--- src/rtl/disp_sched_pkg.sv ---
// Shared types and constants for the display scheduler.
package disp_sched_pkg;

  localparam int DISP_W = 8;

  typedef enum logic [1:0] {
    ST_IDLE   = 2'd0,
    ST_ENTRY  = 2'd1,
    ST_RESULT = 2'd2,
    ST_ERROR  = 2'd3
  } state_e;

  // Encodings for the src output telling the board which source is shown.
  localparam logic [1:0] SRC_NONE   = 2'd0;
  localparam logic [1:0] SRC_ENTRY  = 2'd1;
  localparam logic [1:0] SRC_RESULT = 2'd2;
  localparam logic [1:0] SRC_ERR    = 2'd3;

  // State to fall back to once an error notice has been shown long enough.
  function automatic state_e return_target(input logic have_res,
                                           input logic entry_valid);
    if (have_res) begin
      return ST_RESULT;
    end else if (entry_valid) begin
      return ST_ENTRY;
    end
    return ST_IDLE;
  endfunction

endpackage

--- src/rtl/disp_hold_timer.sv ---
// Loadable down-counter. A load sets it to PERIOD-1; while running it counts
// down and pulses o_expired for one cycle on reaching zero, then reloads,
// so with run held high it expires every PERIOD cycles.
module disp_hold_timer #(
  parameter int unsigned PERIOD = 2
) (
  input  logic clk,
  input  logic rst_n,
  input  logic i_load,
  input  logic i_run,
  output logic o_expired
);

  localparam int unsigned CNT_W = $clog2(PERIOD + 1);
  localparam logic [CNT_W-1:0] RELOAD = CNT_W'(PERIOD - 1);

  logic [CNT_W-1:0] r_cnt;

  // A load in the same cycle takes precedence and suppresses the pulse.
  assign o_expired = i_run && !i_load && (r_cnt == '0);

  // Count register: load, count down, and auto-reload on expiry.
  always_ff @(posedge clk or negedge rst_n) begin
    // NOTE: non-blocking assignments for all state, so every register samples
    // pre-edge values regardless of statement or block ordering.
    if (!rst_n) begin
      r_cnt <= '0;
    end else if (i_load) begin
      r_cnt <= RELOAD;
    end else if (i_run) begin
      if (r_cnt == '0) begin
        r_cnt <= RELOAD;
      end else begin
        r_cnt <= r_cnt - CNT_W'(1);
      end
    end
  end

endmodule

--- src/rtl/disp_scheduler.sv ---
// Arbitrates entry, result and error sources onto the single decimal display.
// Error > result strobe > entry edge > timer expiry. All outputs are
// registered from the next state, so they change one cycle after an event.
module disp_scheduler
  import disp_sched_pkg::*;
#(
  parameter int unsigned HOLD_CYCLES  = 50_000_000,
  parameter int unsigned BLINK_CYCLES = 12_500_000
) (
  input  logic              clk,
  input  logic              rst_n,
  input  logic [DISP_W-1:0] entry_value,
  input  logic              entry_valid,
  input  logic [DISP_W-1:0] result_value,
  input  logic              result_strobe,
  input  logic              result_non_signed,
  input  logic              overflow,
  input  logic              err_strobe,
  input  logic              mode_toggle,
  output logic [DISP_W-1:0] value,
  output logic              non_signed,
  output logic              enable,
  output logic              err_show,
  output logic [1:0]        src
);

  state_e            r_state, w_state_nxt;
  state_e            r_target, w_target_nxt;
  logic [DISP_W-1:0] r_res, w_res_nxt;
  logic              r_ovf, w_ovf_nxt;
  logic              r_view_ns, w_view_ns_nxt;
  logic              r_have_res, w_have_res_nxt;
  logic              r_phase, w_phase_nxt;
  logic              r_entry_d;
  logic              w_entry_rise;
  logic              w_hold_expired;
  logic              w_blink_expired;
  logic              w_blink_restart;
  logic [DISP_W-1:0] w_value_nxt;
  logic              w_ns_nxt, w_en_nxt, w_err_nxt;
  logic [1:0]        w_src_nxt;

  assign w_entry_rise = entry_valid && !r_entry_d;

  // Blink phase restarts on every entry into RESULT and on every new result.
  assign w_blink_restart = (w_state_nxt == ST_RESULT) &&
                           ((r_state != ST_RESULT) || result_strobe);

  disp_hold_timer #(.PERIOD(HOLD_CYCLES)) u_hold_timer (
    .clk       (clk),
    .rst_n     (rst_n),
    .i_load    (err_strobe),
    .i_run     (r_state == ST_ERROR),
    .o_expired (w_hold_expired)
  );

  disp_hold_timer #(.PERIOD(BLINK_CYCLES)) u_blink_timer (
    .clk       (clk),
    .rst_n     (rst_n),
    .i_load    (w_blink_restart),
    .i_run     ((r_state == ST_RESULT) && r_ovf),
    .o_expired (w_blink_expired)
  );

  // Result latch and view toggle; a toggle coinciding with a new result is dropped.
  always_comb begin
    // NOTE: every variable gets a default first so no path leaves it
    // unassigned, which would otherwise infer a latch.
    w_res_nxt      = r_res;
    w_ovf_nxt      = r_ovf;
    w_view_ns_nxt  = r_view_ns;
    w_have_res_nxt = r_have_res;
    if (result_strobe) begin
      w_res_nxt      = result_value;
      w_ovf_nxt      = overflow;
      w_view_ns_nxt  = result_non_signed;
      w_have_res_nxt = 1'b1;
    end else if ((r_state == ST_RESULT) && mode_toggle) begin
      w_view_ns_nxt = !r_view_ns;
    end
  end

  // Next state and error return target, in priority order.
  always_comb begin
    w_state_nxt  = r_state;
    w_target_nxt = r_target;
    if (err_strobe) begin
      w_state_nxt = ST_ERROR;
      // A retrigger keeps the target unless a result arrives alongside it.
      if ((r_state != ST_ERROR) || result_strobe) begin
        w_target_nxt = return_target(r_have_res || result_strobe, entry_valid);
      end
    end else if (result_strobe) begin
      if (r_state == ST_ERROR) begin
        w_target_nxt = ST_RESULT;
      end else begin
        w_state_nxt = ST_RESULT;
      end
    end else begin
      unique case (r_state)
        ST_IDLE:   if (entry_valid) w_state_nxt = ST_ENTRY;
        ST_ENTRY:  if (!entry_valid) w_state_nxt = r_have_res ? ST_RESULT : ST_IDLE;
        ST_RESULT: if (w_entry_rise) w_state_nxt = ST_ENTRY;
        ST_ERROR:  if (w_hold_expired) w_state_nxt = r_target;
        default:   w_state_nxt = ST_IDLE;
      endcase
    end
  end

  // Blink phase: forced on at restart, toggled on each half-period expiry.
  always_comb begin
    w_phase_nxt = r_phase;
    if (w_blink_restart) begin
      w_phase_nxt = 1'b1;
    end else if (w_blink_expired) begin
      w_phase_nxt = !r_phase;
    end
  end

  // Output values for the state being entered; ERROR holds value and view.
  always_comb begin
    w_value_nxt = value;
    w_ns_nxt    = non_signed;
    w_en_nxt    = 1'b0;
    w_err_nxt   = 1'b0;
    w_src_nxt   = SRC_NONE;
    unique case (w_state_nxt)
      ST_IDLE: begin
        w_value_nxt = '0;
        w_ns_nxt    = 1'b0;
      end
      ST_ENTRY: begin
        w_value_nxt = entry_value;
        w_ns_nxt    = 1'b0;
        w_en_nxt    = 1'b1;
        w_src_nxt   = SRC_ENTRY;
      end
      ST_RESULT: begin
        w_value_nxt = w_res_nxt;
        w_ns_nxt    = w_view_ns_nxt;
        w_en_nxt    = w_ovf_nxt ? w_phase_nxt : 1'b1;
        w_src_nxt   = SRC_RESULT;
      end
      ST_ERROR: begin
        w_en_nxt  = 1'b1;
        w_err_nxt = 1'b1;
        w_src_nxt = SRC_ERR;
      end
      default: begin
        w_src_nxt = SRC_NONE;
      end
    endcase
  end

  // State register.
  always_ff @(posedge clk or negedge rst_n) begin
    if (!rst_n) begin
      r_state  <= ST_IDLE;
      r_target <= ST_IDLE;
    end else begin
      r_state  <= w_state_nxt;
      r_target <= w_target_nxt;
    end
  end

  // Latches, blink phase and entry edge history.
  always_ff @(posedge clk or negedge rst_n) begin
    if (!rst_n) begin
      r_res      <= '0;
      r_ovf      <= 1'b0;
      r_view_ns  <= 1'b0;
      r_have_res <= 1'b0;
      r_phase    <= 1'b0;
      r_entry_d  <= 1'b0;
    end else begin
      r_res      <= w_res_nxt;
      r_ovf      <= w_ovf_nxt;
      r_view_ns  <= w_view_ns_nxt;
      r_have_res <= w_have_res_nxt;
      r_phase    <= w_phase_nxt;
      r_entry_d  <= entry_valid;
    end
  end

  // Registered display outputs.
  always_ff @(posedge clk or negedge rst_n) begin
    if (!rst_n) begin
      value      <= '0;
      non_signed <= 1'b0;
      enable     <= 1'b0;
      err_show   <= 1'b0;
      src        <= SRC_NONE;
    end else begin
      value      <= w_value_nxt;
      non_signed <= w_ns_nxt;
      enable     <= w_en_nxt;
      err_show   <= w_err_nxt;
      src        <= w_src_nxt;
    end
  end

endmodule

--- config.mk ---
export PLATFORM = sky130hd
export DESIGN_NAME = disp_scheduler
export DESIGN_NICKNAME = d
export VERILOG_FILES = /design/src/rtl/disp_sched_pkg.sv /design/src/rtl/disp_hold_timer.sv /design/src/rtl/disp_scheduler.sv
export SDC_FILE = /design/constraint.sdc
export NUM_CORES = 1
export LEC_CHECK = 0
export CAP_MARGIN = 20
export CORE_MARGIN = 4
export CORE_UTILIZATION = 42
export CTS_CLUSTER_SIZE = 10
export DETAILED_ROUTE_END_ITERATION = 16
export DONT_BUFFER_PORTS = 1
export PLACE_DENSITY_LB_ADDON = 0.12
export REMOVE_ABC_BUFFERS = 1
export SLEW_MARGIN = 30
export SYNTH_ARGS = -nofsm -noshare
export SYNTH_HDL_FRONTEND = slang
export SYNTH_SLANG_ARGS = --single-unit
--- constraint.sdc ---
create_clock -name clk -period 3.3 [get_ports clk]
set_clock_uncertainty 0.2 [all_clocks]
set_input_delay 0.66 -clock clk [delete_from_list [all_inputs] [get_ports clk]]
set_output_delay 0.66 -clock clk [all_outputs]
set_load 0.02 [all_outputs]
==> impl_results.md <==
* IO buf count at 0
* Die footprint at roughly 11000 um2
* Worst skew pair latency at between 300 and 400 ps
* Run status: finished with violations
* Routability-driven placement congestion ratio at between 0.8 and 0.9
* Violated checks: negative hold slack
* Period utilization at 0.992
* Rows at 35
* Commonest non-fill, non-tap cell in the layout: dfrtp_1
* Inserted Clock Buffers at 9
* Reg area at 2000 um2
* DRT Pass-1 Iters at 4
* Cells after Synth at 410
* Seq cells post-synth at 80
* Number of flops mapped to enable cells by yosys at 0
* Syn. warnings at 0
* Average wire per standard cell at approximately 15 um
* Mean post-synth cell area at 9.85 um2
* Clock tree buffer depth at 2
* Fraction of registers with async set/reset at 1.00
* DR WL met2 at just under 4 mm
* Worst Setup End Kind: flop
* Fillcell total at approximately 900
* Peak Freq at 0.305 GHz
* Routed via count at between 3000 and 4000
* Worst Max-Slew Pin Slew at ~800 ps
* RSZ-0062 raised after global routing: true
* Seq/Total Area, Yosys at 0.496
* Initial Util at 0.435
* Critical path arrival at 3300 ps
* Share of the synthesized area in the top cell type at 0.496
* Top sig layer: met4
* Final setup viols at 0
* Vias per std cell at between 5 and 6
* Number of global-route vias before repair at 3067
* Die H at about 110 um
* Clk sink count at 80
* Most frequent CP cell: or4_4
* GRT Util Overall at 0.165
* Largest net degree at the start of global routing at between 80 and 90
* Crit path launch type: flop
* Max FO, Critical Path at 10
* Area of the multi-input gates at between 1500 and 2000 um2
* Hold Vio Cnt, Final at 12
* CTS tree: built
* DRC marker count from the first detailed-route iteration at between 100 and 150
* Synth Flop Type: dfrtp_1
* Critical Path Slowest Stage Cell: or4_4
* Synthesized area at approximately 4000 um2
* Finished Layout Cells at between 500 and 600
* Pwr Total at around 2.2 mW
* Final ANT Viol Nets at 0
* DP HPWL at roughly 5.9 mm
* Crit path cell chain: or4_4, or4_4, nor4_4, nor3b_4, o31ai_2, ha_2, a21o_1, buf_4, a311oi_2, nor3_1
* Drt drc at 0
* Placed cells at 550
* Leading area contributor after synthesis: dfrtp_1
* Share of layout cells above drive strength 1 at 0.203
* Met3 Wirelength at approximately 380 um
* Core Area at about 9300 um2
* Maximum vdd ir drop at between 0.2 and 0.25 mV
* Max-slew violation count at 0
* Commonest cells after routing, fill and taps aside: dfrtp_1 (80), nand2_1 (53), buf_4 (32)
* Leakage at 1.94 nW
* Min Hold Slack at -16.3 ps
* Initial antenna violation count at 0
* Total overflow reported by the global router at 0
* Max-Cap Viols at 0
* Drt total wl at 8.68 mm
* WL met1 at roughly 4.2 mm
* Die Width at between 100 and 150 um
* Largest cells by area after synthesis: dfrtp_1 (50%), nand2_1 (4.9%), xnor2_1 (3.3%)
* Kind of critical path: flop to flop
* Relative slew slack at 0.459
* CP peak stage delay at around 530 ps
* Global-route wire length before repair at 14.9 mm
* CP required at ~3300 ps
* Root buf cell: clkbuf_8
* Htree depth at 3
* CTS clk-pin slew, worst paths at approximately 80 ps
* Nets at roughly 470
* Ant. Diodes at 0
* Netlist cell types at 49
* Area grow syn2layout at 17.4%
* Hold WC Path Type: input port to asynchronous set/reset pin
* I/O pin total at 37
* Minimum clock period at roughly 3300 ps
* PwrDens at 457 nW/um2
[flip-flops by register name, summed over array words and instances (netlist names), 2 cells and up]
name,cells
u_hold_timer.r_cnt,26
u_blink_timer.r_cnt,24
r_res,8
value,8
r_state,2
r_target,2
src,2
[through the flow]
step           utilization  TNS [ps]  setup WS, ps  cell area (um2)
2_1_floorplan            -     -9060          -625             3960
3_3_place_gp         0.466     -2920          -205             4330
3_5_place_dp         0.466     -4110          -316             4330
4_1_cts              0.502         0          4.98             4660
5_1_grt              0.511     -1010          -112             4740
6_report             0.511         0          26.5             4740
[logic make-up (layout without fill, tap and decap cells)]
| group | count (synthesis) | count (layout) | synth area share |
|---|---|---|---|
| AND/OR/NAND/NOR | 184 | 184 | 0.242 |
| multiplexers | 11 | 11 | 0.0304 |
| adder cells (fa/ha/maj) | 9 | 9 | 0.0279 |
| buffers and inverters | 27 | 61 | 0.0294 |
| flip-flops | 80 | 80 | 0.496 |
| XOR/XNOR | 28 | 28 | 0.0607 |
| AO/OA/AOI/OAI | 71 | 71 | 0.115 |
[where the power goes]
group	total, mW	internal, mW	leakage, nW	switching (mW)
Sequential	1.08	1.03	0.927	0.0541
Combinational	0.185	0.0803	0.891	0.104
Clock	0.898	0.527	0.123	0.371
Total	2.17	1.64	1.94	0.530
[routing by layer]
layer / global-route usage / vias to the layer above
met4: 0.0509 / 0
li1: - / 1527
met2: 0.255 / 50
met5: 0 / -
met3: 0.0522 / 10
met1: 0.223 / 1481
[cell usage after synthesis (all sizes together), types with 13 or more instances]
cell and count:
clkbuf 14, dfrtp 80, nand2 53, nand3 15, nor2 27, nor3 17
nor4 20, o21ai 27, xnor2 15, xor2 13
[timing repair]
item	in CTS	in global routing
hold buffers	1	0
endpoints found under the setup margin	32	19
buffers inserted	4	2
pin swaps	2	2
hold endpoints to repair	80	0
gates resized for setup	5	17
[worst max-delay path: cells and delay by family (launching register included)]
kind / cells / cell delay [ps]
flops: 1 / 380
fa+ha+maj: 1 / 200
buf+inv: 1 / 180
simple gates: 5 / 1570
compound gates: 3 / 610
[area by class of cell]
type	count	area share
repair buffers	35	0.0612
well taps	129	0.0340
clock inverters	6	0.0243
multi-input cells	303	0.422
inverters	10	0.00791
flip-flops and latches	80	0.422
clock buffers	10	0.0290
[worst paths after layout]
path / startpoint / end / cells past startpoint / slack, ps
min in group clk: entry_valid / r_entry_d / 0 / 130
min reg2reg: u_hold_timer.r_cnt[7] / u_hold_timer.r_cnt[7] / 1 / 300
max in group asynchronous: rst_n / u_hold_timer.r_cnt[3] / 1 / 2570
max: u_hold_timer.r_cnt[16] / u_blink_timer.r_cnt[4] / 10 / 30
min: rst_n / u_hold_timer.r_cnt[2] / 1 / -20
max reg2reg: u_hold_timer.r_cnt[16] / u_blink_timer.r_cnt[4] / 10 / 30
(Power assumes the default switching activity.)
